==> src/rtl/segment7_scanner_pkg.sv <==
// Shared types, constants and the hex-to-7-segment table for the multiplexed display scanner.
// Segment order is {g,f,e,d,c,b,a}, active-low.
package segment7_scanner_pkg;

    typedef logic [3:0] nibble_t;
    typedef logic [6:0] seg_t;
    typedef logic [3:0] guard_t;

    localparam seg_t SEG_OFF = 7'h7F;

    function automatic seg_t hex_to_seg(input nibble_t n);
        seg_t s;
        case (n)
            4'h0:    s = 7'h40;
            4'h1:    s = 7'h79;
            4'h2:    s = 7'h24;
            4'h3:    s = 7'h30;
            4'h4:    s = 7'h19;
            4'h5:    s = 7'h12;
            4'h6:    s = 7'h02;
            4'h7:    s = 7'h78;
            4'h8:    s = 7'h00;
            4'h9:    s = 7'h10;
            4'hA:    s = 7'h08;
            4'hB:    s = 7'h03;
            4'hC:    s = 7'h46;
            4'hD:    s = 7'h21;
            4'hE:    s = 7'h06;
            default: s = 7'h0E;
        endcase
        return s;
    endfunction

endpackage

==> src/rtl/segment7_scanner_decode.sv <==
// Combinational nibble-to-segment decoder with a blank override; usable outside the scanner.
module seg7_decode
    import segment7_scanner_pkg::*;
(
    input  logic [3:0] nibble,
    input  logic       blank,
    output logic [6:0] seg
);

    assign seg = blank ? SEG_OFF : hex_to_seg(nibble);

endmodule

==> src/rtl/segment7_scanner.sv <==
// Time-multiplexed hex display scanner: edge-detected scan advance, anode guard gap,
// and double-buffered display data that only swaps in at a frame boundary.
module segment7_scanner
    import segment7_scanner_pkg::*;
#(
    parameter int DIGITS = 4,
    parameter int GUARD  = 2,
    parameter int LZS    = 0
) (
    input  logic                  CLK,
    input  logic                  RST,
    input  logic                  SCAN_IN,
    input  logic [4*DIGITS-1:0]   DATA,
    input  logic [DIGITS-1:0]     DP,
    input  logic [DIGITS-1:0]     BLANK,
    input  logic                  LOAD,
    output logic [6:0]            SEG,
    output logic                  DP_OUT,
    output logic [DIGITS-1:0]     AN,
    output logic                  FRAME_DONE
);

    localparam int IDX_W = $clog2(DIGITS);
    localparam logic [IDX_W-1:0] IDX_LAST = IDX_W'(DIGITS - 1);

    logic                scan_q_reg,     scan_q_next;
    logic                scanning_reg,   scanning_next;
    logic [IDX_W-1:0]    idx_reg,        idx_next;
    guard_t              guard_cnt_reg,  guard_cnt_next;
    logic                pend_reg,       pend_next;
    logic [4*DIGITS-1:0] pend_data_reg,  pend_data_next;
    logic [DIGITS-1:0]   pend_dp_reg,    pend_dp_next;
    logic [DIGITS-1:0]   pend_blank_reg, pend_blank_next;
    logic [4*DIGITS-1:0] act_data_reg,   act_data_next;
    logic [DIGITS-1:0]   act_dp_reg,     act_dp_next;
    logic [DIGITS-1:0]   act_blank_reg,  act_blank_next;
    seg_t                seg_reg,        seg_next;
    logic                dp_out_reg,     dp_out_next;
    logic [DIGITS-1:0]   an_reg,         an_next;
    logic                frame_done_reg, frame_done_next;

    logic                tick;
    logic                boundary;
    logic                zero_run;
    logic [DIGITS-1:0]   upper_zero;
    logic [DIGITS-1:0]   digit_dark;
    seg_t                digit_seg [DIGITS];
    seg_t                sel_seg;
    logic                sel_dp;

    assign tick     = SCAN_IN & ~scan_q_reg;
    assign boundary = tick & (idx_reg == IDX_LAST);

    // upper_zero[i]: digit i and every digit above it hold zero
    always_comb begin
        zero_run   = 1'b1;
        upper_zero = '0;
        for (int i = DIGITS - 1; i >= 0; i--) begin
            zero_run      = zero_run & (act_data_reg[4*i +: 4] == 4'h0);
            upper_zero[i] = zero_run;
        end
    end

    generate
        for (genvar gi = 0; gi < DIGITS; gi++) begin : g_digit
            assign digit_dark[gi] = act_blank_reg[gi]
                                  | ((LZS != 0) && (gi != 0) && upper_zero[gi]);
            seg7_decode u_decode (
                .nibble (act_data_reg[4*gi +: 4]),
                .blank  (digit_dark[gi]),
                .seg    (digit_seg[gi])
            );
        end
    endgenerate

    // A zero-suppressed digit keeps its decimal point; a forced blank kills it
    always_comb begin
        sel_seg = SEG_OFF;
        sel_dp  = 1'b0;
        for (int i = 0; i < DIGITS; i++) begin
            if (idx_reg == IDX_W'(i)) begin
                sel_seg = digit_seg[i];
                sel_dp  = act_dp_reg[i] & ~act_blank_reg[i];
            end
        end
    end

    always_comb begin
        scan_q_next     = SCAN_IN;
        scanning_next   = scanning_reg;
        idx_next        = idx_reg;
        guard_cnt_next  = guard_cnt_reg;
        pend_next       = pend_reg;
        pend_data_next  = pend_data_reg;
        pend_dp_next    = pend_dp_reg;
        pend_blank_next = pend_blank_reg;
        act_data_next   = act_data_reg;
        act_dp_next     = act_dp_reg;
        act_blank_next  = act_blank_reg;
        seg_next        = seg_reg;
        dp_out_next     = dp_out_reg;
        an_next         = an_reg;
        frame_done_next = 1'b0;

        if (tick) begin
            idx_next       = boundary ? '0 : idx_reg + IDX_W'(1);
            an_next        = '1;
            guard_cnt_next = guard_t'(GUARD);
            scanning_next  = 1'b1;
            if (boundary && pend_reg) begin
                act_data_next   = pend_data_reg;
                act_dp_next     = pend_dp_reg;
                act_blank_next  = pend_blank_reg;
                pend_next       = 1'b0;
                frame_done_next = 1'b1;
            end
        end else if (guard_cnt_reg != '0) begin
            an_next        = '1;
            guard_cnt_next = guard_cnt_reg - guard_t'(1);
        end else if (scanning_reg) begin
            an_next     = ~(DIGITS'(1) << idx_reg);
            seg_next    = sel_seg;
            dp_out_next = ~sel_dp;
        end

        // A LOAD coinciding with a boundary lands after the swap, so it waits a frame
        if (LOAD) begin
            pend_next       = 1'b1;
            pend_data_next  = DATA;
            pend_dp_next    = DP;
            pend_blank_next = BLANK;
        end
    end

    always_ff @(posedge CLK) begin
        if (RST) begin
            scan_q_reg     <= 1'b0;
            scanning_reg   <= 1'b0;
            idx_reg        <= IDX_LAST;
            guard_cnt_reg  <= '0;
            pend_reg       <= 1'b0;
            pend_data_reg  <= '0;
            pend_dp_reg    <= '0;
            pend_blank_reg <= '0;
            act_data_reg   <= '0;
            act_dp_reg     <= '0;
            act_blank_reg  <= '0;
            seg_reg        <= SEG_OFF;
            dp_out_reg     <= 1'b1;
            an_reg         <= '1;
            frame_done_reg <= 1'b0;
        end else begin
            scan_q_reg     <= scan_q_next;
            scanning_reg   <= scanning_next;
            idx_reg        <= idx_next;
            guard_cnt_reg  <= guard_cnt_next;
            pend_reg       <= pend_next;
            pend_data_reg  <= pend_data_next;
            pend_dp_reg    <= pend_dp_next;
            pend_blank_reg <= pend_blank_next;
            act_data_reg   <= act_data_next;
            act_dp_reg     <= act_dp_next;
            act_blank_reg  <= act_blank_next;
            seg_reg        <= seg_next;
            dp_out_reg     <= dp_out_next;
            an_reg         <= an_next;
            frame_done_reg <= frame_done_next;
        end
    end

    assign SEG        = seg_reg;
    assign DP_OUT     = dp_out_reg;
    assign AN         = an_reg;
    assign FRAME_DONE = frame_done_reg;

endmodule
==> config.mk <==
export PLATFORM = sky130hd
export DESIGN_NAME = segment7_scanner
export DESIGN_NICKNAME = d
export VERILOG_FILES = /design/src/rtl/segment7_scanner_pkg.sv /design/src/rtl/segment7_scanner_decode.sv /design/src/rtl/segment7_scanner.sv
export SDC_FILE = /design/constraint.sdc
export NUM_CORES = 1
export LEC_CHECK = 0
export CAP_MARGIN = 0
export CORE_MARGIN = 2
export CORE_UTILIZATION = 30
export CTS_CLUSTER_DIAMETER = 40
export DETAILED_ROUTE_END_ITERATION = 8
export GPL_TIMING_DRIVEN = 0
export HOLD_SLACK_MARGIN = 0.08
export PLACE_DENSITY = 0.53
export SLEW_MARGIN = 30
export SYNTH_ARGS = -nofsm -noshare
export SYNTH_HDL_FRONTEND = slang
export SYNTH_SLANG_ARGS = --single-unit
==> constraint.sdc <==
create_clock -name CLK -period 4.9 [get_ports CLK]
set_input_delay 0.98 -clock CLK [delete_from_list [all_inputs] [get_ports CLK]]
set_output_delay 0.98 -clock CLK [all_outputs]
set_load 0.05 [all_outputs]
Word-level counts from Yosys, hierarchy flattened:

Memory sizes are Yosys's and may differ from the RTL's. A register that Yosys moved wholly into a read port is not among the register bits.
Cells that the tools add are included.

* add/subtract/negate cells: 2
* eq/ne operators: 3
* shifts and indexed selects: 1
* multiplexer cells: 27
* bitwise logic cells: 15
* reduce and logical (&&, ||, !) cells: 12

Operators with widths (number)
* 7-bit 2-to-1 mux: 8
* 4-bit 2-to-1 mux: 8
* 1-bit 2-to-1 mux: 8
* 1-bit NOT: 8
* 1-bit bitwise AND: 6
* 2-bit 2-to-1 mux: 3
* 2-bit nonzero test: 3
* 2-bit equality test, second input constant: 2
* 4-bit NOT: 1
* 2-bit AND reduction: 2
* 4-bit nonzero test: 1
* 2-bit OR reduction: 2
* 1-bit by 2-bit << shifter with 4-bit output, first input constant: 1
* 4-bit by 1-bit subtractor with 4-bit output, second input constant: 1
* 3-bit AND reduction: 1
* 3-bit OR reduction: 1
* 2-bit by 1-bit adder with 2-bit output, second input constant: 1
* 2-bit by 1-bit equality test with 1-bit output, second input constant: 1
* 2-bit zero test: 1
* 1-bit logical AND: 1

* register bits after elaboration: 70
* ROM bits: 448
* output and inout port bits: 13
* word-level logic and storage cells: 80
* memories: 4

Memories
* (no name shown): depth 16, bits a word 7, read ports 1, clocked after memory_dff 1, write ports 0, RTL line segment7_scanner_pkg.sv:13 `case (n)`
* (no name shown): depth 16, bits a word 7, read ports 1, clocked after memory_dff 1, write ports 0, RTL line segment7_scanner_pkg.sv:13
* (no name shown): depth 16, bits a word 7, read ports 1, clocked after memory_dff 1, write ports 0, RTL line segment7_scanner_pkg.sv:13
* (no name shown): depth 16, bits a word 7, read ports 1, clocked after memory_dff 1, write ports 0, RTL line segment7_scanner_pkg.sv:13

Depth between registers and ports, before layout:

Gate-level depths: netlist (run 1).

* depth in word-level cells: 7
* depth in mapped cells: 11
* depth with buffers taken out: 9

Hierarchy:

A second synthesis (run 1) with hierarchy kept.

* cells, all modules: 471
* area, all modules: 4012.6 um^2

Modules (own cells, without submodules)
* segment7_scanner: times used 1, cells each 328, area an instance 2797.7 um^2, sequential area each 1401.3 um^2
* seg7_decode (g_digit[0].u_decode ...): times used 3, cells each 35, area an instance 299.0 um^2, sequential area each 0.0 um^2
* seg7_decode (g_digit[2].u_decode): times used 1, cells each 38, area an instance 317.8 um^2, sequential area each 0.0 um^2

Worst setup path after synthesis (run 1):

No wires, ideal clock.

* path type: input -> register
* start point: input port RST
* end point: register with a tool-made name
* arrival time: 2927 ps
* slack: 1839 ps
* stages on the path: 7
* buffers on the path: 4
* cell sequence: clkbuf_1 buf_2 clkbuf_1 clkbuf_1 a21oi_1 ha_1 mux4_2

RTL lines
* start: declaration: RTL line segment7_scanner.sv:11 `input logic RST,`

==> results of run 1 <==
[worst max-delay path, stage by stage]
cell and delay, ns:
clkdlybuf4s50_1 0.50, nand4b_2 0.26, clkbuf_1 0.52, buf_1 0.56, nand2_1 0.12, a21o_1 0.28
ha_1 0.33, inv_1 0.04, mux4_2 0.43
[where the power goes]
group,internal (uW),switching (uW)
logic,87.6,126
registers,826,23.3
clock network,360,317
[cells in the final DEF (no fill, tap or decap), types with 4 or more instances in the layout]
cell type / count
inv_1: 28
ha_1: 28
o21ai_0: 9
o22ai_1: 4
buf_2: 6
o31ai_1: 6
nor4b_1: 8
nor2b_1: 12
nand2_1: 53
nand3_1: 13
o32ai_1: 6
a21oi_1: 43
and2_1: 6
o21bai_1: 7
dfxtp_1: 98
mux4_2: 4
buf_1: 12
clkbuf_1: 14
a32o_1: 5
nand2b_1: 16
nand3b_1: 15
mux2i_1: 35
nor3_1: 4
clkdlybuf4s50_1: 38
nor3b_1: 11
clkbuf_16: 9
nor2_1: 43
a21o_1: 9
a211oi_1: 8
[cell type report]
class                           instances  area (sq um)  share of cell area (%)
Multi-Input combinational cell        382          2670                    46.0
Sequential cell                        98          1960                    33.8
Timing Repair Buffer                   38           380                    6.55
Tap cell                              216           270                    4.65
Clock buffer                           11           243                    4.18
Buffer                                 32           135                    2.33
Inverter                               29           109                    1.87
Clock inverter                          5          35.0                   0.603
[cells by family (layout without fill, tap and decap cells)]
kind of cell,after synthesis,after routing,share of synthesized area [%]
multiplexers,42,42,9.77
adder cells (fa/ha/maj),28,28,7.18
buffers and inverters,61,115,5.00
AND/OR/NAND/NOR,190,190,20.6
AO/OA/AOI/OAI,122,122,17.2
flip-flops,98,98,40.2
[per-layer routing]
metal / vias to the layer above / routed length [microns] / GRT usage, %
met5: - / 0 / 0
li1: 2007 / - / -
met1: 1831 / 6190 / 20.0
met3: 12 / 698 / 4.55
met2: 111 / 5730 / 24.8
met4: 0 / 174 / 4.59
[worst paths after layout]
path / from / endpoint / slack, ns
hold reg to reg: pend_blank_reg[2] / act_blank_reg[2] / 0.46
setup / recovery: SCAN_IN / register / 1.10
setup reg to reg: idx_reg[0] / register / 1.58
hold / removal: pend_blank_reg[2] / act_blank_reg[2] / 0.46
[stage by stage]
stage / setup WS (ns) / instance area (sq um) / hold WS [ns] / instances
6_report: 1.10 / 5810 / 0.455 / 811
5_1_grt: 0.957 / 5810 / 0.481 / 811
4_1_cts: 1.13 / 5810 / 0.459 / 811
3_5_place_dp: 0.763 / 5530 / 0.447 / 795
3_3_place_gp: 0.814 / 5530 / 0.447 / 795
2_1_floorplan: 1.84 / 4880 / 0.431 / 541
[Yosys cell counts (all sizes together), types with 11 or more instances]
master   n  area, sq um
dfxtp   98         1960
nand3b  15          113
inv     28          105
nor2b   12         75.1
nand2b  16          100
mux2i   36          364
nor3b   11         82.6
nor2    43          161
clkbuf  13         48.8
ha      28          350
a21oi   45          233
nand2   53          199
nand3   13         65.1
buf     19         86.3
==> summary.txt, run 1 <==
Synth
  – Synth Instances: between 500 and 600
  – Synth unique cells: 56
  – Syn Nets: 597
  – Seq/Total Area, Yosys: between 40% and 50%
  – Yosys reg bits: 98
  – Post-synth EDFFs: 0
  – Synth Flop Type: dfxtp_1
  – Yosys warnings: 0
  – Post-Synthesis Cell Area: 4880 sq um
  – Avg Cell Area, Syn: approximately 9.0 sq um
  – Post-synth ARST share: 0%

STA
  – Relative slew margins: 39.7%
  – Worst Skew: between 0.007 and 0.008 ns
  – Hold Fails Final Rpt: 0
  – Final period util: 77.5%
  – TNS Setup: 0 ns
  – Final min period: roughly 3.8 ns
  – Setup violators final: 0
  – Max-slew violations: 0
  – RSZ-0062 raised after global routing: false
  – Worst Max-Slew Pin Slew: 0.905 ns
  – Fmax: approximately 260 MHz

Routing
  – First-pass DRT Iterations: 5
  – Initial DRC count: about 300
  – DRC Markers: 0
  – Via count: ~4000
  – WL per Instance: roughly 16 microns
  – DRT antenna net count: 0
  – Vias per Instance: 4.88
  – Total Wirelength: 12800 microns

Clock network
  – Max Buffers Root-to-Sink: 2
  – CTS clock-pin slew for the worst setup and hold paths: 0.07 ns
  – Root buffer cell: clkbuf_16
  – Resize count post-CTS: 0
  – H-tree Lvls: 3
  – Num CTS Buffers: 9
  – Skew-Pair Late Insertion Delay: 0.36 ns
  – CTS sink cnt: 98
  – CTS tree: yes
  – Hold_buf cts: 0
  – Setup repair bufs after CTS: 0

Power and ir drop
  – Static Leak: about 0.0022 uW
  – Worst vdd ir: around 0.17 mV
  – Pwr Total: 1740 uW
  – PwrDens: ~300 nW/um^2

Floorplanning
  – Die area: 17300 sq um
  – Ports: 41
  – Die Y: 132 microns
  – Row cnt: 46
  – Die width: 132 microns
  – Initial core utilization: a little under a third
  – Core area: 15900 sq um

Cells and area
  – Share of cells above drive strength 1: 6.39%
  – Fillers: 1660
  – # diodes: 0
  – Post-layout nets: roughly 650
  – Util after Layout: 36.6%
  – Area growth syn-to-layout: 19.0%

Place
  – GPL Wtd Cong: 0.869
  – PortBufs: 38
  – Post-DP HPWL: 9630 microns

Critical path
  – CP max FO: 10
  – Worst setup EP type: register
  – CP Class: in2reg
  – R2r worst-path depth: 9
  – Nature of the critical path startpoint: input pin
  – CP required: just over 5 ns
  – CP arrival: 4.03 ns

GRT
  – Total global-route track usage: between 10% and 20%
  – Initial antenna violation count: 0
  – Vias in the first global route: 4100
  – Largest net degree at the start of global routing: 17
  – First-pass GRT wire length: between 20000 and 25000 microns
  – Overflow after GRT: 0

Worst hold path
  – Hold depth: 2
  – Class of the tightest hold or removal check: reg2reg

Job
  – Max cap viols: 0

Run status
  – Status: finished, final reports clean
(Power assumes the default switching activity.)
==> inputs of run 2 (changes only) <==
==> constraint.sdc (replaced) <==
create_clock -name CLK -period 3.9 [get_ports CLK]
set_input_delay 0.78 -clock CLK [delete_from_list [all_inputs] [get_ports CLK]]
set_output_delay 0.78 -clock CLK [all_outputs]
set_load 0.05 [all_outputs]
==> results of run 2 <==
Same layout as run 1 (identical final DEF). Status: finished, final reports clean.
Main changes from that run: setup slack after placement 0.763 ns -> -0.0373 ns; setup slack after layout 1.10 ns -> 0.301 ns; register-to-register setup slack 1.58 ns -> 0.58 ns; total power 1740 uW -> 2190 uW; worst IR drop on VDD 0.168 mV -> 0.211 mV
==> inputs of run 3 (changes only) <==
--- a/config.mk
+++ b/config.mk
@@ -5,6 +5,7 @@
 export SDC_FILE = /design/constraint.sdc
 export NUM_CORES = 1
 export LEC_CHECK = 0
+export ABC_AREA = 0
 export CAP_MARGIN = 0
 export CORE_MARGIN = 2
 export CORE_UTILIZATION = 30
@@ -17,3 +18,4 @@
 export SYNTH_ARGS = -nofsm -noshare
 export SYNTH_HDL_FRONTEND = slang
 export SYNTH_SLANG_ARGS = --single-unit
+export TNS_END_PERCENT = 30
==> results of run 3 <==
Same layout as run 1 (identical final DEF). Status: finished, final reports clean.
Main changes from that run: setup slack after placement 0.763 ns -> -0.0373 ns; setup slack after layout 1.10 ns -> 0.301 ns; register-to-register setup slack 1.58 ns -> 0.58 ns; total power 1740 uW -> 2190 uW; worst IR drop on VDD 0.168 mV -> 0.211 mV
